$ cat src/rtl/vga_pkg.sv
// Shared VGA constants: display geometry, 2-bit-per-channel colours, direction encoding.
package vga_pkg;

    localparam int unsigned H_DISPLAY = 640;
    localparam int unsigned V_DISPLAY = 480;

    // Colours packed as {r[1:0], g[1:0], b[1:0]}
    typedef logic [5:0] rgb_t;

    localparam rgb_t RGB_BLACK = 6'b00_00_00;
    localparam rgb_t RGB_WHITE = 6'b11_11_11;
    localparam rgb_t RGB_BG    = 6'b00_00_01;
    localparam rgb_t PAL_0     = 6'b11_00_00;
    localparam rgb_t PAL_1     = 6'b00_11_00;
    localparam rgb_t PAL_2     = 6'b11_11_00;
    localparam rgb_t PAL_3     = 6'b11_00_11;

    typedef enum logic {
        DIR_POS = 1'b0,
        DIR_NEG = 1'b1
    } dir_e;

    typedef enum logic {
        StRun,
        StFlash
    } flash_state_e;

    function automatic rgb_t palette(input logic [1:0] idx);
        rgb_t c;
        unique case (idx)
            2'd0: c = PAL_0;
            2'd1: c = PAL_1;
            2'd2: c = PAL_2;
            2'd3: c = PAL_3;
        endcase
        return c;
    endfunction

endpackage

$ cat src/rtl/bounce_axis.sv
// One axis of the bouncing box: position, direction and an edge-hit flag.
module bounce_axis
    import vga_pkg::*;
#(
    parameter int unsigned LIMIT = 608,
    parameter int unsigned INIT  = 100,
    parameter int unsigned STEP  = 2
) (
    input  logic       clk,
    input  logic       rst,
    input  logic       en,
    output logic [9:0] pos,
    output logic       hit
);

    dir_e        dir;
    dir_e        dir_d;
    logic [9:0]  pos_d;
    logic [10:0] pos_sum;

    // 11-bit sum so the right/bottom limit test cannot wrap
    assign pos_sum = {1'b0, pos} + 11'(STEP);

    // Next position/direction; hit pulses only when an enabled step reaches an edge
    always_comb begin
        pos_d = pos;
        dir_d = dir;
        hit   = 1'b0;
        if (en) begin
            if (dir == DIR_POS) begin
                if (pos_sum >= 11'(LIMIT)) begin
                    pos_d = 10'(LIMIT);
                    dir_d = DIR_NEG;
                    hit   = 1'b1;
                end else begin
                    pos_d = pos_sum[9:0];
                end
            end else begin
                if (pos <= 10'(STEP)) begin
                    pos_d = 10'd0;
                    dir_d = DIR_POS;
                    hit   = 1'b1;
                end else begin
                    pos_d = pos - 10'(STEP);
                end
            end
        end
    end

    // Position and direction state
    always_ff @(posedge clk or posedge rst) begin
        if (rst) begin
            pos <= 10'(INIT);
            dir <= DIR_POS;
        end else begin
            pos <= pos_d;
            dir <= dir_d;
        end
    end

endmodule

$ cat src/rtl/bounce_renderer.sv
// Pixel stage after the VGA timing generator: draws a bouncing box, flashes on bounces,
// and re-aligns syncs so colour and sync leave on the same cycle.
module bounce_renderer
    import vga_pkg::*;
#(
    parameter int unsigned BOX_SIZE     = 32,
    parameter int unsigned STEP         = 2,
    parameter int unsigned INIT_X       = 100,
    parameter int unsigned INIT_Y       = 80,
    parameter int unsigned FLASH_FRAMES = 8
) (
    input  logic       clk,
    input  logic       rst,
    input  logic       pause,
    input  logic [9:0] x,
    input  logic [9:0] y,
    input  logic       active,
    input  logic       hsync_in,
    input  logic       vsync_in,
    output logic [1:0] r,
    output logic [1:0] g,
    output logic [1:0] b,
    output logic       hsync_out,
    output logic       vsync_out,
    output logic [7:0] bounce_count
);

    localparam int unsigned XMAX = H_DISPLAY - BOX_SIZE;
    localparam int unsigned YMAX = V_DISPLAY - BOX_SIZE;
    localparam int unsigned FW   = $clog2(FLASH_FRAMES + 1);

    logic              upd;
    logic              move_en;
    logic              hit_x;
    logic              hit_y;
    logic              hit;
    logic [9:0]        box_x;
    logic [9:0]        box_y;
    logic [1:0]        colour_idx;
    logic [FW-1:0]     flash_cnt;
    flash_state_e      state;
    logic              in_box;
    rgb_t              pix_d;

    // First blanking line: the box only moves while nothing visible is drawn
    assign upd     = (x == 10'd0) && (y == 10'(V_DISPLAY));
    assign move_en = upd && !pause;
    assign hit     = hit_x | hit_y;

    bounce_axis #(
        .LIMIT (XMAX),
        .INIT  (INIT_X),
        .STEP  (STEP)
    ) u_axis_x (
        .clk (clk),
        .rst (rst),
        .en  (move_en),
        .pos (box_x),
        .hit (hit_x)
    );

    bounce_axis #(
        .LIMIT (YMAX),
        .INIT  (INIT_Y),
        .STEP  (STEP)
    ) u_axis_y (
        .clk (clk),
        .rst (rst),
        .en  (move_en),
        .pos (box_y),
        .hit (hit_y)
    );

    // Flash FSM plus bounce bookkeeping; flash keeps counting down even while paused
    always_ff @(posedge clk or posedge rst) begin
        if (rst) begin
            state        <= StRun;
            flash_cnt    <= '0;
            colour_idx   <= 2'd0;
            bounce_count <= 8'd0;
        end else if (upd) begin
            if (hit) begin
                state        <= StFlash;
                flash_cnt    <= FW'(FLASH_FRAMES);
                colour_idx   <= colour_idx + 2'd1;
                bounce_count <= bounce_count + 8'd1;
            end else if (flash_cnt != '0) begin
                flash_cnt <= flash_cnt - FW'(1);
                if (flash_cnt == FW'(1)) begin
                    state <= StRun;
                end
            end
        end
    end

    // Box hit test on 11-bit sums so box edge + size never wraps
    assign in_box = ({1'b0, x} >= {1'b0, box_x}) &&
                    ({1'b0, x} <  ({1'b0, box_x} + 11'(BOX_SIZE))) &&
                    ({1'b0, y} >= {1'b0, box_y}) &&
                    ({1'b0, y} <  ({1'b0, box_y} + 11'(BOX_SIZE)));

    // Per-pixel colour selection
    always_comb begin
        pix_d = RGB_BG;
        if (!active) begin
            pix_d = RGB_BLACK;
        end else if (in_box) begin
            pix_d = (state == StFlash) ? RGB_WHITE : palette(colour_idx);
        end
    end

    // Output registers: colour and syncs share one cycle of latency
    always_ff @(posedge clk or posedge rst) begin
        if (rst) begin
            {r, g, b} <= RGB_BLACK;
            hsync_out <= 1'b1;
            vsync_out <= 1'b1;
        end else begin
            {r, g, b} <= pix_d;
            hsync_out <= hsync_in;
            vsync_out <= vsync_in;
        end
    end

endmodule
$ cat config.mk
export PLATFORM = sky130hd
export DESIGN_NAME = bounce_renderer
export DESIGN_NICKNAME = d
export VERILOG_FILES = /design/src/rtl/vga_pkg.sv /design/src/rtl/bounce_axis.sv /design/src/rtl/bounce_renderer.sv
export SDC_FILE = /design/constraint.sdc
export NUM_CORES = 1
export LEC_CHECK = 0
export CAP_MARGIN = 25
export CORE_MARGIN = 4
export CORE_UTILIZATION = 50
export DETAILED_ROUTE_END_ITERATION = 10
export GPL_TIMING_DRIVEN = 0
export HOLD_SLACK_MARGIN = 0.1
export PLACE_DENSITY = 0.73
export SYNTH_ARGS = -nofsm -noshare
export SYNTH_HDL_FRONTEND = slang
export SYNTH_SLANG_ARGS = --single-unit
export TNS_END_PERCENT = 100
$ cat constraint.sdc
create_clock -name clk -period 7.2 [get_ports clk]
set_input_delay 1.44 -clock clk [delete_from_list [all_inputs] [get_ports clk]]
set_output_delay 1.44 -clock clk [all_outputs]
set_load 0.02 [all_outputs]
# Word-level counts from Yosys, hierarchy flattened
# Index checks and enable logic that the tools add are counted.
[word_totals]
regBits = 45
latch_bits = 0
ramBits = 0
romBits = 0
inputBits = 26
output_inout_bits = 16
word_cells = 77
mem_count = 0
[op_classes]
n_addsub = 9
multipliers = 0
div = 0
order_cmp = 8
eq_ne = 5
n_shift = 0
mux = 27
bitwise = 1
reduce_logical = 14
[ops]
columns = ["cell", "n"]
rows = [
  ["two-way mux 10 bit", 6],
  ["one-hot mux 6 bit (4 select lines)", 1],
  ["adder 10 x 2 -> 11 bit, second input constant", 2],
  ["adder 10 x 6 -> 11 bit, second input constant", 2],
  ["less-than comparator 10 x 11 -> 1 bit", 2],
  ["greater-or-equal comparator 10 bit", 2],
  ["<= comparator 10 x 2 -> 1 bit, second input constant", 2],
  ["subtractor 10 x 2 -> 10 bit, second input constant", 2],
  ["two-way mux 6 bit", 3],
  ["two-way mux 1 bit", 15],
  ["greater-or-equal comparator 11 x 10 -> 1 bit, second input constant", 1],
  ["greater-or-equal comparator 11 x 9 -> 1 bit, second input constant", 1],
  ["equality test 10 x 9 -> 1 bit, second input constant", 1],
  ["zero test 10 bit", 1],
  ["adder 8 x 1 -> 8 bit, second input constant", 1],
  ["two-way mux 4 bit", 2],
  ["logical AND 1 bit", 5],
  ["equality test 2 bit, second input constant", 2],
  ["equality test 4 x 1 -> 1 bit, second input constant", 1],
  ["AND reduction 2 bit", 2],
  ["nonzero test 2 bit", 2],
  ["nonzero test 4 bit", 1],
  ["subtractor 4 x 1 -> 4 bit, second input constant", 1],
  ["AND reduction 3 bit", 1],
  ["5 further kinds", 5],
]

# Longest topological paths before layout
[depth]
word_depth = 8
ltp_mapped = 11
mapped_depth_nobuf = 11

# By module
# Synthesis repeated with hierarchy kept, for this count alone.
[unflattened]
cells_unflattened = 442
hier_area_um2 = 3781.1
[by_module_without_submodules]
columns = ["module", "instances", "cells_each", "area_each_um2", "seq_area_each_um2"]
rows = [
  ["bounce_renderer", 1, 205, 1869.3, 528.0],
  ["bounce_axis at u_axis_x", 1, 121, 985.9, 254.0],
  ["bounce_axis at u_axis_y", 1, 116, 925.9, 252.7],
]

# Least setup slack after synthesis
# OpenSTA, ideal clock, no wires.
[synth_timing]
path_type = "input to register"
start = "input x[0]"
end = "register bounce_count[3]"
setup_ps = 130
arrival_time_ps = 3152
required_time_ps = 7070
setup_slack_ps = 3917
cell_stages = 8
path_buffers = 1
cell_sequence = "or4_4 > nor2_4 > nand4b_4 > a2111o_1 > o31ai_4 > buf_8 > nand4_1 > xnor2_1"
[synth_via]
elab_chain_len = 6
word_cells_on_any_way = 7
classes_between = "2 x mux; 1 x bitwise; 4 x reduce/logical"
[synth_rtl]
columns = ["item", "line", "source"]
rows = [
  ["start, declared", "bounce_renderer.sv:15", "input logic [9:0] x,"],
  ["zero test 10 bit *", "bounce_renderer.sv:46", "assign upd = (x == 10'd0) && (y == 10'(V_DISPLAY));"],
  ["logical AND 1 bit *", "bounce_renderer.sv:46", ""],
  ["logical AND 1 bit", "bounce_renderer.sv:47", "assign move_en = upd && !pause;"],
  ["two-way mux 1 bit", "bounce_axis.sv:29", "if (en) begin"],
  ["OR 1 bit", "bounce_renderer.sv:48", "assign hit = hit_x | hit_y;"],
  ["AND reduction 2 bit (no line) *", "--", ""],
  ["end signal, assigned", "bounce_renderer.sv:86", "bounce_count <= bounce_count + 8'd1;"],
  ["end, declared", "bounce_renderer.sv:25", "output logic [7:0] bounce_count"],
]
# Every way passes the cells marked *; elsewhere a longest branch is shown, timed or not.
# A chain may end at the register's enable or synchronous reset.

# Worst setup path after layout
[layout_timing]
start = "input y[1]"
end = "register u_axis_x.pos[3]"
[layout_via]
elab_chain_len = 3
[layout_rtl]
columns = ["item", "line", "source"]
rows = [
  ["start, declared", "bounce_renderer.sv:16", "input logic [9:0] y,"],
  ["equality test 10 x 9 -> 1 bit", "bounce_renderer.sv:46", ""],
  ["logical AND 1 bit", "bounce_renderer.sv:46", ""],
  ["logical AND 1 bit", "bounce_renderer.sv:47", ""],
  ["end signal, assigned", "bounce_axis.sv:53", "pos <= 10'(INIT);"],
  ["end signal, assigned", "bounce_axis.sv:56", "pos <= pos_d;"],
  ["end, declared", "bounce_axis.sv:12", "output logic [9:0] pos,"],
]
# No other way between the ends.

==> impl_results.md <==
* Status: finished, final reports clean
* Die X-Extent at 91.78 um
* Crit Reg-Reg Endpoint: r[0]$_DFF_PP0_
* DR iter-0 viols at 197
* Hold depth at 1
* IO Pins at 42
* Worst skew pair latency at 300 ps
* # hold bufs at CTS at 0
* Crit-path max FO at 10
* Port bufs at 41
* Synthesized net count at 481
* Hold worst-path end: bounce_count[7]$_DFFE_PP0P_
* EDFF count, synth at 0
* Setup Viol. Count Final at 0
* TritonRoute pass-1 iters at 6
* Post-DP HPWL at 6622 um
* Largest net degree at the start of global routing at 42
* Cell Pwr Density at 102.9 mW/mm2
* Core ar. at 0.006794 mm2
* TritonCTS clock tree: yes
* Area grow syn2layout at 17.58%
* R2R depth at 11
* Synth Instances at 410
* Dpl cells at 547
* Gates resized, CTS repair at 0
* Pins over their slew limit at 0
* Nets at 529
* Class of the worst hold path: flop to flop
* Vias in the first global route at 3,037
* Critical path arrival at 4070 ps
* Final Hold Viols at 0
* Max Fclk at 256.6 MHz
* ANT cells at 0
* Clock Sink Count at 41
* Clock transition at path regs at 90 ps
* Tcrit/Tclk final at 54.12%
* Unrepaired setup endpoints after global routing: false
* Synthesized flop and latch total at 41
* Slew @ Worst Pin at 998.8 ps
* Global-route wire length before repair at 14,230 um
* GP Congestion at 0.9179
* Hold_ws at 484.7 ps
* Max-cap violations at 0
* Vias at 3,252
* Layout cells sized above 1 at 8.932%
* Async S/R FF share, synth at 100.0%
* Layout Cells excl Fill at 555
* CTS buffer count at 5
* Die height at 91.78 um
* GRT overflow at 0
* Synthesized area per cell at 8.560 um2
* Ys Warns at 0
* Worst setup EP type: flop
* GRT Total Usage at 20.35%
* Setup TNS at 0 ps
* Row cnt at 30
* CP startpoint kind: input port
* Peak supply drop at 0.07086 mV
* Main synth FF type: dfrtp_1
* Final ANT Viol Nets at 0
* H-tree depth at 2
* Clk_skew at 8.649 ps
* Synthesized area at 0.003510 mm2
* Worst rel slew slack at 32.80%
* R2R Setup Slk at 4220 ps
* RR Startpoint: u_axis_x.pos[6]$_DFFE_PP1P_
* Kind of critical path: input port to flop
* Register area share after synthesis at 29.48%
* Wirelength, routed at 8458 um
* Vias per cell at 5.859
* Starting density of the core at 51.66%
* Root Driver: clkbuf_8
* Remaining DRCs at 0
* Clk buf depth at 2
* Post-synth cell types at 60
* Initial antenna violation count at 0
* P_leak at 0.001834 uW
* Postcts setup bufs at 0
* Drt wl/cell at 15.24 um
* Minimum clock period at 3896 ps
* Die area at 0.008424 mm2
* Crit path launch: y[1]
* Hold Crit Start: bounce_count[7]$_DFFE_PP0P_
* Required time of the worst setup path at 7370 ps
## cells by family after synthesis
family,Yosys count,share of synthesized area (%)
compound gates,117,21.32
mux,6,1.783
fa+ha+maj,45,16.04
simple gates,131,20.18
buf+inv,51,6.453
flops,41,29.48
xor+xnor,19,4.742
## Yosys cell counts, drive strengths merged, types with 4 or more instances
master	count	area share, %
ha	45	16
xor2	4	1.0
buf	11	2.2
mux2i	4	1.1
nand2	25	2.7
nor3	17	2.4
clkbuf	7	0.75
a211oi	7	1.5
o22ai	5	0.89
nor2	29	3.3
a31oi	5	0.89
o21a	6	1.3
xnor2	15	3.7
nand4	8	1.4
nand3	15	2.1
dfrtp	34	24
nor4	10	2.1
inv	33	3.5
and2	4	0.71
a21oi	34	5.2
and3	7	1.4
dfstp	7	5.2
o31ai	5	1.5
o21ai	33	4.7
## sequential cells by signal, indices dropped and copies added, names as in the netlist
register      count
u_axis_y.dir      1
hsync_out         1
g                 1
state             1
bounce_count      8
r                 1
u_axis_x.dir      1
vsync_out         1
flash_cnt         4
colour_idx        2
u_axis_x.pos      9
b                 2
u_axis_y.pos      9
## area by class of cell
class	instances	area [um2]
plain buffers	18	102.6
clock buffers	5	68.82
well taps	96	120.1
flip-flops and latches	41	1035
inverters	33	123.9
fillers	602	2668
clock inverters	3	17.52
multi-input cells	318	2248
repair buffers	41	410.4
## metrics by stage
step	total power (uW)	util, %	instance area, um2	worst slack (ps)
finish	424.6	60.74	4126	3304
global route	442.8	60.74	4126	3208
CTS	427.7	60.74	4126	3392
detailed placement	278.5	59.47	4040	3069
global placement	277.5	59.47	4040	3126
floorplan	254.5	-	3510	3917
## worst max path at each step
stage / end / slack, ps / cells past startpoint
after detailed placement: u_axis_x.pos[3]$_DFFE_PP0P_ / 3070 / 8
after floorplan: bounce_count[3]$_DFFE_PP0P_ / 3920 / 8
after CTS: u_axis_x.pos[3]$_DFFE_PP0P_ / 3390 / 8
after global routing: u_axis_x.pos[3]$_DFFE_PP0P_ / 3210 / 8
final: u_axis_x.pos[3]$_DFFE_PP0P_ / 3300 / 8
after global placement: u_axis_x.pos[3]$_DFFE_PP0P_ / 3130 / 8
## layer usage
layer,routed length [um],up-vias,GRT usage (%)
met3,424,18,2.871
met5,0,-,0
met2,4080,107,33.35
met4,123,0,6.188
met1,3830,1519,27.88
li1,-,1608,-
## critical path, stage by stage
cell and delay [ps]:
clkdlybuf4s50_1 430, nor4_1 870, nand3_1 200, nor2_1 310, clkbuf_1 440, o221ai_1 210
nand2_1 100, o31ai_1 60
## report_power, final
group,internal (uW),switching (uW),leakage (uW)
sequential,232,0.314,0.000494
clock,67.0,83.9,0.0000439
combinational,22.3,19.5,0.00130
total,321,104,0.00183
## placed cells by master, fill, tap and decap left out, types with 4 or more instances in the layout
cell type,instances
o31ai_1,4
a31oi_1,5
clkbuf_8,5
a211oi_1,7
ha_1,45
nand4_1,8
a21oi_1,33
nand3_1,15
clkdlybuf4s50_1,41
dfrtp_1,34
nor4_1,8
dfstp_2,7
inv_1,31
xor2_1,4
o22ai_1,5
nand2_1,25
nor2_1,28
o21a_1,6
o21ai_0,31
mux2i_1,4
and3_1,6
clkbuf_1,7
xnor2_1,15
nor3_1,17
buf_2,7
Note: power is estimated with default switching activity, not from simulation.
